$ cat src/rtl/dsp_div_48x18.sv
`timescale 1ns/1ps
// Iterative signed divider (restoring, one quotient bit per clock) for MAC accumulator values.
// Optional macro DSP_DIV_ROUND_EN: round-half-away-from-zero quotient instead of truncation.
module dsp_div_48x18 #(
    parameter int DW = 48,
    parameter int VW = 18
) (
    input  logic          clk,
    input  logic          rst,
    input  logic          in_valid,
    output logic          in_ready,
    input  logic [DW-1:0] dividend,
    input  logic [VW-1:0] divisor,
    output logic          out_valid,
    input  logic          out_ready,
    output logic [DW-1:0] quotient,
    output logic [VW-1:0] remainder,
    output logic          div_zero,
    output logic          ovf
);

    localparam int CW = $clog2(DW);
    localparam logic [1:0] IDLE = 2'd0;
    localparam logic [1:0] CALC = 2'd1;
    localparam logic [1:0] FIX  = 2'd2;
    localparam logic [1:0] DONE = 2'd3;
    localparam logic [DW-1:0] QMAX    = {1'b0, {(DW-1){1'b1}}};
    localparam logic [DW-1:0] QMIN    = {1'b1, {(DW-1){1'b0}}};
    localparam logic [CW-1:0] CNT_TOP = CW'(DW - 1);
    localparam logic [CW-1:0] CNT_ONE = {{(CW-1){1'b0}}, 1'b1};

    logic [1:0]    state_r;
    logic [CW-1:0] cnt_r;
    logic [DW-1:0] shf_r;   // dividend magnitude shifting out, quotient bits shifting in
    logic [VW-1:0] rem_r;
    logic [VW-1:0] dsr_r;
    logic          sn_r;
    logic          sd_r;
    logic          in_ready_r;
    logic          out_valid_r;
    logic [DW-1:0] quotient_r;
    logic [VW-1:0] remainder_r;
    logic          div_zero_r;
    logic          ovf_r;

    logic [VW:0]   trial_s;
    logic [VW:0]   diff_s;
    logic [VW-1:0] rem_nxt_s;
    logic          qbit_s;

    logic [DW:0]   qmag_s;
    logic [DW:0]   qlim_s;
    logic [VW-1:0] rmag_s;
    logic          rneg_s;
    logic          neg_q_s;
    logic          dz_s;
    logic          sat_s;
    logic [DW-1:0] q_fix_s;
    logic [VW-1:0] r_fix_s;
    logic          ovf_fix_s;

    // One restoring step: shift in the next dividend bit and try the subtraction.
    always_comb begin
        trial_s = {rem_r, shf_r[DW-1]};
        diff_s  = trial_s - {1'b0, dsr_r};
        if (diff_s[VW] == 1'b0) begin
            qbit_s    = 1'b1;
            rem_nxt_s = diff_s[VW-1:0];
        end else begin
            qbit_s    = 1'b0;
            rem_nxt_s = trial_s[VW-1:0];
        end
    end

    // Sign application, optional rounding and saturation of the final magnitudes.
    always_comb begin
        neg_q_s = sn_r ^ sd_r;
        dz_s    = (dsr_r == {VW{1'b0}});
`ifdef DSP_DIV_ROUND_EN
        if ({rem_r, 1'b0} >= {1'b0, dsr_r}) begin
            qmag_s = {1'b0, shf_r} + {{DW{1'b0}}, 1'b1};
            rmag_s = dsr_r - rem_r;
            rneg_s = ~sn_r;
        end else begin
            qmag_s = {1'b0, shf_r};
            rmag_s = rem_r;
            rneg_s = sn_r;
        end
`else
        qmag_s = {1'b0, shf_r};
        rmag_s = rem_r;
        rneg_s = sn_r;
`endif
        qlim_s = neg_q_s ? {1'b0, QMIN} : {1'b0, QMAX};
        sat_s  = (qmag_s > qlim_s);
        if (dz_s) begin
            q_fix_s   = sn_r ? QMIN : QMAX;
            r_fix_s   = {VW{1'b0}};
            ovf_fix_s = 1'b0;
        end else if (sat_s) begin
            q_fix_s   = neg_q_s ? QMIN : QMAX;
            r_fix_s   = {VW{1'b0}};
            ovf_fix_s = 1'b1;
        end else begin
            q_fix_s   = neg_q_s ? ({DW{1'b0}} - qmag_s[DW-1:0]) : qmag_s[DW-1:0];
            r_fix_s   = rneg_s ? ({VW{1'b0}} - rmag_s) : rmag_s;
            ovf_fix_s = 1'b0;
        end
    end

    // Control FSM, datapath registers and registered outputs.
    always_ff @(posedge clk or posedge rst) begin
        if (rst) begin
            state_r     <= IDLE;
            cnt_r       <= {CW{1'b0}};
            shf_r       <= {DW{1'b0}};
            rem_r       <= {VW{1'b0}};
            dsr_r       <= {VW{1'b0}};
            sn_r        <= 1'b0;
            sd_r        <= 1'b0;
            in_ready_r  <= 1'b1;
            out_valid_r <= 1'b0;
            quotient_r  <= {DW{1'b0}};
            remainder_r <= {VW{1'b0}};
            div_zero_r  <= 1'b0;
            ovf_r       <= 1'b0;
        end else begin
            case (state_r)
                IDLE: begin
                    if (in_valid && in_ready_r) begin
                        sn_r       <= dividend[DW-1];
                        sd_r       <= divisor[VW-1];
                        shf_r      <= dividend[DW-1] ? ({DW{1'b0}} - dividend) : dividend;
                        dsr_r      <= divisor[VW-1] ? ({VW{1'b0}} - divisor) : divisor;
                        rem_r      <= {VW{1'b0}};
                        cnt_r      <= CNT_TOP;
                        in_ready_r <= 1'b0;
                        state_r    <= CALC;
                    end
                end
                CALC: begin
                    shf_r <= {shf_r[DW-2:0], qbit_s};
                    rem_r <= rem_nxt_s;
                    if (cnt_r == {CW{1'b0}}) begin
                        state_r <= FIX;
                    end else begin
                        cnt_r <= cnt_r - CNT_ONE;
                    end
                end
                FIX: begin
                    quotient_r  <= q_fix_s;
                    remainder_r <= r_fix_s;
                    div_zero_r  <= dz_s;
                    ovf_r       <= ovf_fix_s;
                    out_valid_r <= 1'b1;
                    state_r     <= DONE;
                end
                DONE: begin
                    if (out_ready) begin
                        out_valid_r <= 1'b0;
                        in_ready_r  <= 1'b1;
                        state_r     <= IDLE;
                    end
                end
                default: begin
                    out_valid_r <= 1'b0;
                    in_ready_r  <= 1'b1;
                    state_r     <= IDLE;
                end
            endcase
        end
    end

    assign in_ready  = in_ready_r;
    assign out_valid = out_valid_r;
    assign quotient  = quotient_r;
    assign remainder = remainder_r;
    assign div_zero  = div_zero_r;
    assign ovf       = ovf_r;

endmodule

$ cat config.mk
export PLATFORM = sky130hd
export DESIGN_NAME = dsp_div_48x18
export DESIGN_NICKNAME = d
export VERILOG_FILES = /design/src/rtl/dsp_div_48x18.sv
export SDC_FILE = /design/constraint.sdc
export NUM_CORES = 1
export LEC_CHECK = 0
export CELL_PAD_IN_SITES_DETAIL_PLACEMENT = 1
export CELL_PAD_IN_SITES_GLOBAL_PLACEMENT = 1
export CORE_ASPECT_RATIO = 0.7
export CORE_MARGIN = 10
export CORE_UTILIZATION = 34
export CTS_CLUSTER_SIZE = 14
export DETAILED_ROUTE_END_ITERATION = 8
export GPL_TIMING_DRIVEN = 0
export HOLD_SLACK_MARGIN = 0.12
export PLACE_DENSITY_LB_ADDON = 0.05
export SKIP_LAST_GASP = 1
export SLEW_MARGIN = 10
export SYNTH_ARGS = -nofsm -noshare
export SYNTH_HDL_FRONTEND = slang
export SYNTH_SLANG_ARGS = --single-unit
$ cat constraint.sdc
create_clock -name clk -period 6.8 [get_ports clk]
set_input_delay 0.68 -clock clk [delete_from_list [all_inputs] [get_ports clk]]
set_output_delay 0.68 -clock clk [all_outputs]
set_load 0.02 [all_outputs]
### Word-level counts from Yosys, hierarchy flattened

Index checks and enable logic that the tools add are counted.

| operators by class | value |
|---|---|
| reduce and logical (&&, ||, !) cells | 13 |
| add/sub/neg operators | 6 |
| equal/unequal tests | 7 |
| bitwise gates (word level) | 1 |
| order comparisons | 1 |
| muxes and demuxes | 31 |

Operators by type and width:

| cell | number |
|---|---|
| 48-bit 2-to-1 mux | 8 |
| 18-bit 2-to-1 mux | 6 |
| 48-bit one-hot mux with 2 select lines | 1 |
| 1-bit by 48-bit subtractor with 48-bit output (first input constant) | 2 |
| 48-bit > comparator | 1 |
| 18-bit one-hot mux with 2 select lines | 1 |
| 1-bit by 18-bit subtractor with 18-bit output (first input constant) | 2 |
| 19-bit by 18-bit subtractor with 19-bit output | 1 |
| 18-bit zero test | 1 |
| 6-bit 2-to-1 mux | 2 |
| 6-bit one-hot mux with 2 select lines | 1 |
| 3-bit AND reduction | 3 |
| 2-bit inequality test (second input constant) | 4 |
| 2-bit one-hot mux with 4 select lines | 1 |
| 6-bit zero test | 1 |
| 1-bit 2-to-1 mux | 6 |
| 2-bit 2-to-1 mux | 3 |
| 2-bit AND reduction | 3 |
| 2-bit nonzero test | 3 |
| 6-bit by 1-bit subtractor with 6-bit output (second input constant) | 1 |
| 2-bit == test (second input constant) | 2 |
| 1-bit one-hot mux with 2 select lines | 2 |
| 2-bit by 1-bit == test with 1-bit output (second input constant) | 1 |
| 2-bit zero test | 1 |
| 2 further kinds | 2 |

| word-level totals | value |
|---|---|
| bits in registers | 164 |
| logic and storage cells | 72 |

### Depth between registers and ports, before layout

| logic depth | value |
|---|---|
| word-level depth | 5 |
| gate-level depth with buffers | 14 |

### Worst setup path after synthesis

Ideal clock, no wire load.

| timing | value |
|---|---|
| kind | reg2reg |
| from | reg sd_r |
| to | reg quotient_r[0] (netlist: quotient[0]) |
| required time | 6.658 ns |
| arrival | 4.214 ns |
| library setup time | 0.142 ns |
| period minus slack after synthesis | 4.356 ns |
| cell stages (with the launch flop) | 14 |
| setup slack | 2.444 ns |
| cell sequence | dfrtp_1 -> clkbuf_1 -> xnor2_1 -> clkinv_1 -> buf_1 -> ha_1 -> nand4_1 -> or4_1 -> nor3_2 -> nand2b_1 -> a21oi_1 -> o21ai_2 -> buf_2 -> o221ai_1 |

| on the way | value |
|---|---|
| word-level cells in the longest chain between the ends | 5 |
| elaborated cells on any way between the ends | 7 |
| those cells by class | order compare (1); mux (5); bitwise (1) |

RTL lines:

| item | RTL line | text |
|---|---|---|
| start, declared | 38 | `logic sd_r;` |
| start signal, assigned | 132 | `sd_r <= divisor[VW-1];` |
| 1-bit XOR * | 77 | `neg_q_s = sn_r ^ sd_r;` |
| 48-bit 2-to-1 mux | 94, 101 |  |
| 48-bit > comparator | 95 | `sat_s = (qmag_s > qlim_s);` |
| 48-bit 2-to-1 mux * | 100 | `end else if (sat_s) begin` |
| 48-bit 2-to-1 mux * | 96 | `if (dz_s) begin` |
| end signal, assigned | 123 | `quotient_r <= {DW{1'b0}};` |
| end signal, assigned | 151 | `quotient_r <= q_fix_s;` |
| end, declared | 41 | `logic [DW-1:0] quotient_r;` |

Mark *: on every way between the ends. The rest lies on a longest branch, timed or not.
A chain may end at the register's enable or synchronous reset.

### Final worst setup path

| timing | value |
|---|---|
| from | reg sd_r |
| to | reg quotient_r[25] (netlist: quotient[25]) |

Same word-level chain as after synthesis.

==> run_results.csv <==
group,metric,value,unit
timing,whs,0.4793,ns
yosys,async_reset_ff_frac,1.000,
final_layout,drive_above_1_share,0.04875,
yosys,ys_warn_count,0,
timing,min_period,5.481,ns
status,status,"complete, no violations",
timing,fin_ws,1.319,ns
placement,dp.cells,1991,
cts,post_cts_resize_count,0,
routing,postRouteWirelength,43050,um
final_layout,fillerInstances,3959,
cts,cts_tree,"yes",
yosys,yosys.area_share.simple,0.1690,
timing,rsz0062_at_grt,"false",
yosys,synth_edf_count,0,
cts,root_buffer,"clkbuf_16",
routing,dr.pass1.iters,5,
timing,finalMaxSlewViolations,0,
timing,finalClockSkew,0.01508,ns
yosys,synth_xor_area_frac,0.1024,
final_layout,instances_no_fill,2024,
hold_path,min_from,"dsr_r[10]",
yosys,yosysUniqueCellTypes,75,
yosys,synth_top_family_by_area,"compound AO/OA/AOI/OAI gates",
yosys,synth_compound_area_frac,0.2229,
setup_path,rr_startpoint,"sd_r",
yosys,synth-adder-area-share,0.08288,
setup_path,arrival,5.79,ns
hold_path,min_path_type,"register to register",
yosys,synth_mux_area_frac,0.008995,
cts,clock_latency,0.46,ns
global_routing,grt_pass1_wl,67130,um
floorplan,initial_core_util,0.3467,
cts,post_cts_buffers,0,
yosys,syn_area,11680,um2
routing,vias,11000,
cts,cts_sinks,164,
yosys,syn_nets,1532,
final_layout,area_delta_synth_final,22.68,%
yosys,syn_inst,1386,
yosys,yosysTopAreaCellShare,0.3491,
global_routing,grt_max_degree,97,
yosys,synth_top_area_cell,"dfrtp_1",
timing,finalHoldViolCount,0,
floorplan,die-height,175.1,um
power_and_ir_drop,vdd_ir_drop_max,0.2271,mV
setup_path,critPathLaunchType,"register",
timing,fin_setup_tns,0,ns
floorplan,placementRows,56,
global_routing,grt-ovfl-total,0,
floorplan,io_pins,140,
run,drv_cap,0,
yosys,synth_commonest_cells,"163 x dfrtp_1, 154 x nand2_1, 111 x inv_1",
floorplan,die_w,241.6,um
setup_path,crit_type,"register to register",
placement,gp_congestion,0.8618,
global_routing,grt_pass1_vias,11230,
timing,tightest_slew,1.016,ns
final_layout,finish.instance_area,14340,um2
routing,detailedRoute.firstIterationViolations,747,
cts,clk_pin_slew_worst_paths,0.07,ns
timing,setup_violations,0,
placement,place_hpwl,33990,um
routing,viasPerCell,5.434,
power_and_ir_drop,power.density,561.6,nW/um2
power_and_ir_drop,p_leak,0.006001,uW
placement,place_area,13720,um2
yosys,ys_ff_latch,164,
yosys,yosys-top-cells-area,"dfrtp_1 35%, ha_1 8.0%, xor2_1 6.6%",
global_routing,antenna_found_initial,0,
cts,htreeDepth,4,
timing,max_freq,182.5,MHz
floorplan,core,33700,um2
yosys,seq_area_frac_synth,0.3513,
floorplan,die_area,42300,um2
setup_path,timing.critical_path.to_type,"register",
setup_path,rrSetupSlack,1.32,ns
placement,port_buffers,138,
yosys,ys.flop_type,"dfrtp_1",
routing,ant_nets,0,
setup_path,cp.required,7.11,ns
cts,numCtsBuffers,17,
setup_path,cp_max_fo,43,
setup_path,cp-startpoint,"sd_r",
cts,clockBufferDepth,2,
global_routing,track_usage,0.2010,
timing,fin_crit_sh,0.8060,
routing,drc,0,
timing,slew-limit-headroom,0.3227,
routing,wl_per_cell,21.27,um
yosys,syn_avg_cell_area,8.431,um2
cts,hold_buffers,0,
yosys,synth_most_common_cell,"dfrtp_1",
final_layout,nets,1692,
placement,dp_slack,1.321,ns
==> final timing paths <==
check                               end  depth (start not counted)
max                        quotient[25]                         14
min                           dsr_r[10]                          2
max reg2reg                quotient[25]                         14
min reg2reg                   dsr_r[10]                          2
max in group asynchronous   quotient[9]                          3
min in group asynchronous  quotient[37]                          2
==> cell usage in the layout (no fill, tap or decap), types with 8 or more instances in the layout <==
cell	synthesis	final
dfrtp_1	163	163
nand2_1	154	154
clkdlybuf4s50_1	0	138
inv_1	111	110
o21ai_0	101	101
a21oi_1	100	100
xor2_1	88	88
nor2_1	82	82
ha_1	75	75
clkbuf_1	57	57
xnor2_1	46	46
o221ai_1	43	43
nand3_1	35	35
nor3_1	34	34
o31ai_1	26	26
o211ai_1	25	25
nand4_1	19	19
o22ai_1	19	19
clkbuf_16	0	17
or3_1	15	15
nor4_1	15	14
o41ai_1	13	13
buf_2	11	12
nand2b_1	11	11
a221o_1	11	11
a31oi_1	10	10
a211oi_1	10	10
a21o_1	10	10
nor2b_1	8	8
==> cell type report <==
type / instances / area (um2) / area share
Buffer: 77 / 311.5 / 0.02173
Antenna cell: 1 / 2.502 / 0.0001746
Multi-Input combinational cell: 1033 / 6855 / 0.4782
Inverter: 112 / 427.9 / 0.02985
Clock inverter: 15 / 190.2 / 0.01327
Clock buffer: 17 / 425.4 / 0.02968
Timing Repair Buffer: 141 / 1436 / 0.1002
Tap cell: 464 / 580.6 / 0.04050
Sequential cell: 164 / 4105 / 0.2864
==> per-stage QoR <==
stage / util / power (uW)
floorplan: - / 5167
global placement: 0.4049 / 6824
detailed placement: 0.4070 / 6995
CTS: 0.4253 / 8093
global route: 0.4253 / 8781
finish: 0.4253 / 8050
==> state kept, by name (all words and copies together) (netlist names) <==
signal	count
sd_r	1
rneg_s	1
rem_r	18
quotient	48
dsr_r	18
state_r	2
cnt_r	6
in_ready	1
shf_r	48
out_valid	1
ovf	1
div_zero	1
remainder	18
==> report_power, final <==
group / total, uW / internal (uW) / switching, uW
Clock: 1040 / 587 / 457
Sequential: 1950 / 1420 / 527
Combinational: 5050 / 1990 / 3060
==> cells by family after synthesis <==
family                     after synthesis
muxes                                   10
adders and majority gates               77
xor gates and xnor gates               135
DFF                                    164
and+or+nand+nor                        411
AOI/OAI and AO/OA                      400
buffers and inverters                  189
==> per-layer routing <==
metal	GRT usage	up-vias	wire length [um]
met5	0	-	0
met1	0.3018	5476	22970
li1	-	5306	-
met2	0.2869	189	17730
met4	0.04707	0	413
met3	0.03824	28	1936
==> critical path: stages, from the launching register on <==
cell      delay (ns)
dfrtp_1         0.35
clkbuf_1        0.27
xnor2_1         0.43
clkinv_1        0.56
buf_2           0.43
buf_12          0.24
ha_1            0.32
nand4_1         0.13
or4_1           0.69
a211oi_1        0.30
nor2_1          0.17
a21o_1          0.21
nand3_1         0.63
buf_2           0.42
o221ai_1        0.18
Power figures use the tool's default switching activity.
